--- src/rtl/sdram_stream_feeder.sv ---
// Paces a buffered write stream and counted read requests into single-command SDRAM controller slots.
// Optional SDRAM_FEEDER_STATS_EN adds free-running write/read command counters.
module sdram_stream_feeder #(
    parameter int DEPTH   = 8,
    parameter int DATA_W  = 16,
    parameter int RDCNT_W = 8
) (
    input  logic              clk,
    input  logic              reset,
    input  logic [DATA_W-1:0] wr_data,
    input  logic              wr_valid,
    output logic              wr_ready,
    input  logic              rd_req,
    output logic              rd_req_ready,
    output logic [DATA_W-1:0] rd_data,
    output logic              rd_valid,
    output logic              ctl_chip_sel,
    output logic              ctl_wr_en,
    output logic              ctl_rd_en,
    output logic [DATA_W-1:0] ctl_data_in,
    input  logic [DATA_W-1:0] ctl_data_out,
`ifdef SDRAM_FEEDER_STATS_EN
    output logic [31:0]       stat_wr_cnt,
    output logic [31:0]       stat_rd_cnt,
`endif
    output logic              busy
);

    localparam int AW = $clog2(DEPTH);

    typedef enum logic [2:0] {IDLE, SEL, CMD, WAIT, DONE} state_t;

    state_t state, state_next;
    logic   slot_wr, slot_wr_next;   // kind of the slot in flight: 1 = write
    logic   last_wr;                 // kind served last; reset value makes writes win first

    logic [DATA_W-1:0]  mem [DEPTH];
    logic [AW:0]        wr_ptr, rd_ptr;
    logic               full, empty, push, pop;
    logic [RDCNT_W-1:0] pend_cnt;
    logic               rd_inc, rd_dec, rd_pend;

    assign full         = (wr_ptr[AW-1:0] == rd_ptr[AW-1:0]) && (wr_ptr[AW] != rd_ptr[AW]);
    assign empty        = (wr_ptr == rd_ptr);
    assign wr_ready     = !full;
    assign push         = wr_valid && wr_ready;
    assign pop          = (state == CMD) && slot_wr;

    assign rd_pend      = (pend_cnt != '0);
    assign rd_req_ready = (pend_cnt != '1);
    assign rd_inc       = rd_req && rd_req_ready;
    assign rd_dec       = (state == CMD) && !slot_wr;

    assign busy         = (state != IDLE) || !empty || rd_pend;

    // NOTE: the storage array has no reset; only the pointers define which words are valid.
    always_ff @(posedge clk) begin
        if (push)
            mem[wr_ptr[AW-1:0]] <= wr_data;
    end

    // NOTE: all sequential state uses non-blocking assignments so every register samples pre-edge values.
    always_ff @(posedge clk or posedge reset) begin
        if (reset) begin
            wr_ptr   <= '0;
            rd_ptr   <= '0;
            pend_cnt <= '0;
        end else begin
            if (push)
                wr_ptr <= wr_ptr + 1'b1;
            if (pop)
                rd_ptr <= rd_ptr + 1'b1;
            case ({rd_inc, rd_dec})
                2'b10:   pend_cnt <= pend_cnt + RDCNT_W'(1);
                2'b01:   pend_cnt <= pend_cnt - RDCNT_W'(1);
                default: pend_cnt <= pend_cnt;
            endcase
        end
    end

    // NOTE: every always_comb output gets a default first so no path can infer a latch.
    always_comb begin
        state_next   = state;
        slot_wr_next = slot_wr;
        case (state)
            IDLE: begin
                if (!empty || rd_pend) begin
                    state_next   = SEL;
                    slot_wr_next = (!empty && rd_pend) ? !last_wr : !empty;
                end
            end
            SEL:     state_next = CMD;
            CMD:     state_next = WAIT;
            WAIT:    state_next = DONE;
            DONE:    state_next = IDLE;
            default: state_next = IDLE;
        endcase
    end

    // Strobes are registered from the next state so they line up exactly with the state they belong to.
    always_ff @(posedge clk or posedge reset) begin
        if (reset) begin
            state        <= IDLE;
            slot_wr      <= 1'b0;
            last_wr      <= 1'b0;
            ctl_chip_sel <= 1'b0;
            ctl_wr_en    <= 1'b0;
            ctl_rd_en    <= 1'b0;
            ctl_data_in  <= '0;
            rd_data      <= '0;
            rd_valid     <= 1'b0;
        end else begin
            state        <= state_next;
            slot_wr      <= slot_wr_next;
            if (state == IDLE && state_next == SEL)
                last_wr <= slot_wr_next;
            ctl_chip_sel <= (state_next == SEL);
            ctl_wr_en    <= (state_next == CMD) && slot_wr;
            ctl_rd_en    <= (state_next == CMD) && !slot_wr;
            if (state_next == CMD && slot_wr)
                ctl_data_in <= mem[rd_ptr[AW-1:0]];
            rd_valid     <= (state == DONE) && !slot_wr;
            if (state == DONE && !slot_wr)
                rd_data <= ctl_data_out;
        end
    end

`ifdef SDRAM_FEEDER_STATS_EN
    always_ff @(posedge clk or posedge reset) begin
        if (reset) begin
            stat_wr_cnt <= '0;
            stat_rd_cnt <= '0;
        end else begin
            if (pop)
                stat_wr_cnt <= stat_wr_cnt + 32'd1;
            if (rd_dec)
                stat_rd_cnt <= stat_rd_cnt + 32'd1;
        end
    end
`endif

endmodule

--- config.mk ---
export PLATFORM = sky130hd
export DESIGN_NAME = sdram_stream_feeder
export DESIGN_NICKNAME = d
export VERILOG_FILES = /design/src/rtl/sdram_stream_feeder.sv
export SDC_FILE = /design/constraint.sdc
export NUM_CORES = 1
export LEC_CHECK = 0
export ABC_AREA = 1
export ABC_CLOCK_PERIOD_IN_PS = 2500
export CAP_MARGIN = 15
export CORE_MARGIN = 2
export CORE_UTILIZATION = 50
export CTS_CLUSTER_SIZE = 40
export DETAILED_ROUTE_END_ITERATION = 16
export PLACE_DENSITY = 0.81
export SETUP_SLACK_MARGIN = 0.4
export SYNTH_ARGS = -nofsm -noshare
export SYNTH_HDL_FRONTEND = slang
export SYNTH_SLANG_ARGS = --single-unit
--- constraint.sdc ---
create_clock -name clk -period 2.5 [get_ports clk]
set_input_delay 0.5 -clock clk [delete_from_list [all_inputs] [get_ports clk]]
set_output_delay 0.5 -clock clk [all_outputs]
set_load 0.01 [all_outputs]
==> summary by stage <==
Yosys
The net count of the mapped netlist is 759. The area share of the leading cell type in the synthesized netlist is 49.9%. For this run, asynchronously set or reset flops after synthesis account for 30.8%. The number of instances in the synthesized netlist is 713. After synthesis, the netlist uses 33 different library cells. The most frequent cell after synthesis is nand2_1. The post-synthesis sequential area ratio is 68.4%. For this run, the number of Yosys warnings is 0. In this run, synthesis inferred 128 flip-flops with an integrated enable. Dividing the synthesized area by the synthesized cell count gives 10.8 um^2.

The cell taking the most area after synthesis is edfxtp_1. By area the synthesized netlist is led by edfxtp_1 (50%), dfrtp_1 (19%), nand2_1 (12%). The commonest register cell after synthesis is edfxtp_1.

The synthesized design contains 185 register bits. The netlist area before placement is 0.00770 mm^2. Ranked by instance count, the synthesized netlist is headed by nand2_1 (242), edfxtp_1 (128), nand3_1 (117), dfrtp_1 (57), nor2_1 (40).

Worst hold path
The tightest min-delay check is of the in2async type.

Cells and area
In the final layout, the share of cells above drive strength 1 is 16.0%. The relative area change from synthesis to final layout is 25.2%. 0 antenna diodes ended up in the layout. The layout has 1102 filler cells. The net count of the finished layout is 871.

Critical path
In this run the critical register-to-register path is captured at pend_cnt[6]. The number of cells traversed by the worst register-to-register path is 13. The delay of the slowest cell on the worst path is 0.39 ns. For the worst setup path, the data arrival time is 1.66 ns.

The worst register-to-register path has a setup slack of 0.38 ns. The kind of capture point of the worst setup path is an output port. The worst setup path is launched from a flip-flop.

The slowest library cell on the worst path is dfrtp_1. The startpoint of the worst register-to-register path is pend_cnt[3]. For the worst setup path, the data required time is 2.00 ns. The class of the most critical setup path is reg2out.

The maximum fanout along the worst path is 3. The critical path goes through buf_4 > nor2_1 > nand2_1 > inv_1 > nand4_1 > buf_2.

Global routing
Across every metal layer, demand over resource in global routing totals 21.8%. The first global-routing pass estimated 27200 um of wire. The total overflow left after global routing is 0. Entering global routing, the biggest net connects 67 pins. The via count of the first global-routing pass is 5364.

The initial antenna violation count is 0.

Clock network
The number of CTS-inserted buffers is 17. Clock tree synthesis found a total of 185 sinks. The root buffer selected by CTS is clkbuf_16. The CTS tree is built. After clock tree synthesis, the clock-pin slew on the worst setup and hold paths is 0.07 ns.

The cts-stage hold buffer count is 0. No sink is reached through more buffers than the 2 on the longest clock path. Clock latency on the worst-skew pair, taken at its later pin, is 0.43 ns. The maximum level of the CTS H-tree is 4.

Die
The die span in x is 128 um. The top-level port count is 75. The y dimension of the die is 128 um. The core region is 0.0151 mm^2.

The effective utilization at floorplan is 50.9%. The initialized floorplan defines 45 standard-cell rows. The overall die area is 0.0164 mm^2.

Pwr
Across the VDD grid, the largest voltage drop is 0.000737 V. The areal power density over the cells is 1210 mW/mm^2. In this run the static leakage power is 3.90 nW.

Detailed routing
For this run, design rule violations remaining after detail routing come to 0. The routed via count is 5621. The number of DRC markers after the initial detailed-route iteration is 487. Wires add up to 17400 um. The routed wirelength normalized by instance count is 16.9 um. The via-per-instance ratio is 5.48. The number of nets with antenna violations after routing is 0.

The first detailed-routing pass ran for 5 iterations.

Flow run
The reported max-cap violation count is 0.

Placed design
At the end of routability-driven placement, the weighted congestion stood at 0.780. The HPWL reported at the end of detailed placement is 9530 um. At the placement stage, the worst setup path has a slack of 0.174 ns. Port buffering added 74 buffers.

Timing
The setup violation total in the final timing report is 0. The total negative slack is 0 ns. The final critical delay including setup and external delays is 2.16 ns. For the pin with the worst max-slew slack, the measured transition is 0.711 ns. The number of hold violations in the final report came to 0. The final critical path takes up 86.2% of the cycle. Setup repair after global routing could not meet its margin everywhere. The max-slew headroom at the worst pin is 52.6%.

After layout, the worst setup slack is 0.345 ns. The clock arrives with 0.00950 ns of skew. The final max-slew violation count is 0. For this run, the top clock speed supported by timing is 464 MHz.

Outcome
The flow ran to the end, and the final reports show no timing, DRC or antenna violations.
[cells by family after synthesis]
logic type | Yosys count | share of synthesized area, %
AO/OA/AOI/OAI | 29 | 2.32
flip-flops | 185 | 68.4
adder cells (fa/ha/maj) | 10 | 1.72
XOR/XNOR | 7 | 0.796
buffers and inverters | 70 | 4.14
AND/OR/NAND/NOR | 412 | 22.6
[where the power goes]
part	internal, W	switching (W)
clock network	0.00143	0.00119
registers	0.00405	0.000399
logic	0.00192	0.00272
[registers in the layout (all words and copies together), names as in the netlist]
name	cells
mem	128
ctl_data_in	16
rd_data	16
pend_cnt	8
rd_ptr	4
wr_ptr	4
state	3
ctl_chip_sel	1
ctl_rd_en	1
ctl_wr_en	1
last_wr	1
rd_valid	1
slot_wr	1
[area by class of cell]
cell class	instances	area, um^2	area share (%)
Sequential cell	185	5280	54.7
Timing Repair Buffer	125	1140	11.8
Clock inverter	13	135	1.40
Inverter	38	148	1.53
Multi-Input combinational cell	458	2270	23.5
Clock buffer	19	443	4.59
Tap cell	188	235	2.44
[layout by cell type, fill, tap and decap left out, types with 5 or more instances in the layout]
cell type,count
nand2_1,238
edfxtp_1,128
nand3_1,114
clkdlybuf4s50_1,71
dfrtp_1,51
buf_4,48
nor2_1,36
inv_1,24
clkbuf_16,17
a31oi_1,16
inv_2,11
nand2_2,6
xor2_1,6
ha_4,6
dfrtp_2,6
o21ai_0,5
[worst max-delay path, delay by kind of cell (launching register included)]
kind                   cells  cell delay, ns
DFF                        1            0.39
buffers and inverters      3            0.42
and+or+nand+nor            3            0.40
[repair_timing]
item	CTS	global route
buffers inserted	22	10
pin swaps	8	21
gates resized for setup	20	24
endpoints found under the setup margin	9	12
[per-layer routing]
metal / vias to the layer above / share of wire, % / GRT usage (%)
li1: 2640 / - / -
met1: 2737 / 41 / 27.5
met2: 213 / 51 / 37.0
met3: 31 / 6.2 / 5.55
met4: 0 / 1.6 / 7.37
met5: - / 0 / 0
[stage by stage]
step           power, W  cell area [um^2]  util [%]  cells  hold slack (ns)
6_report         0.0117              9650      63.7   1026            0.408
3_5_place_dp    0.00857              8710      57.5    962            0.464
4_1_cts          0.0115              9490      62.7   1016            0.407
3_3_place_gp    0.00844              8710      57.5    962            0.455
2_1_floorplan   0.00711              7730         -    713            0.436
5_1_grt          0.0125              9650      63.7   1026            0.433
[worst max path at each step]
stage / from / endpoint / cells after the start
after detailed placement: rd_req / pend_cnt[7] / 12
after floorplan: rd_ptr[2] / mem[6][0] / 8
after global placement: rd_req / pend_cnt[7] / 12
after global routing: state[1] / busy / 6
after CTS: wr_ptr[0] / wr_ready / 5
final: state[1] / busy / 6
Power figures use the tool's default switching activity.
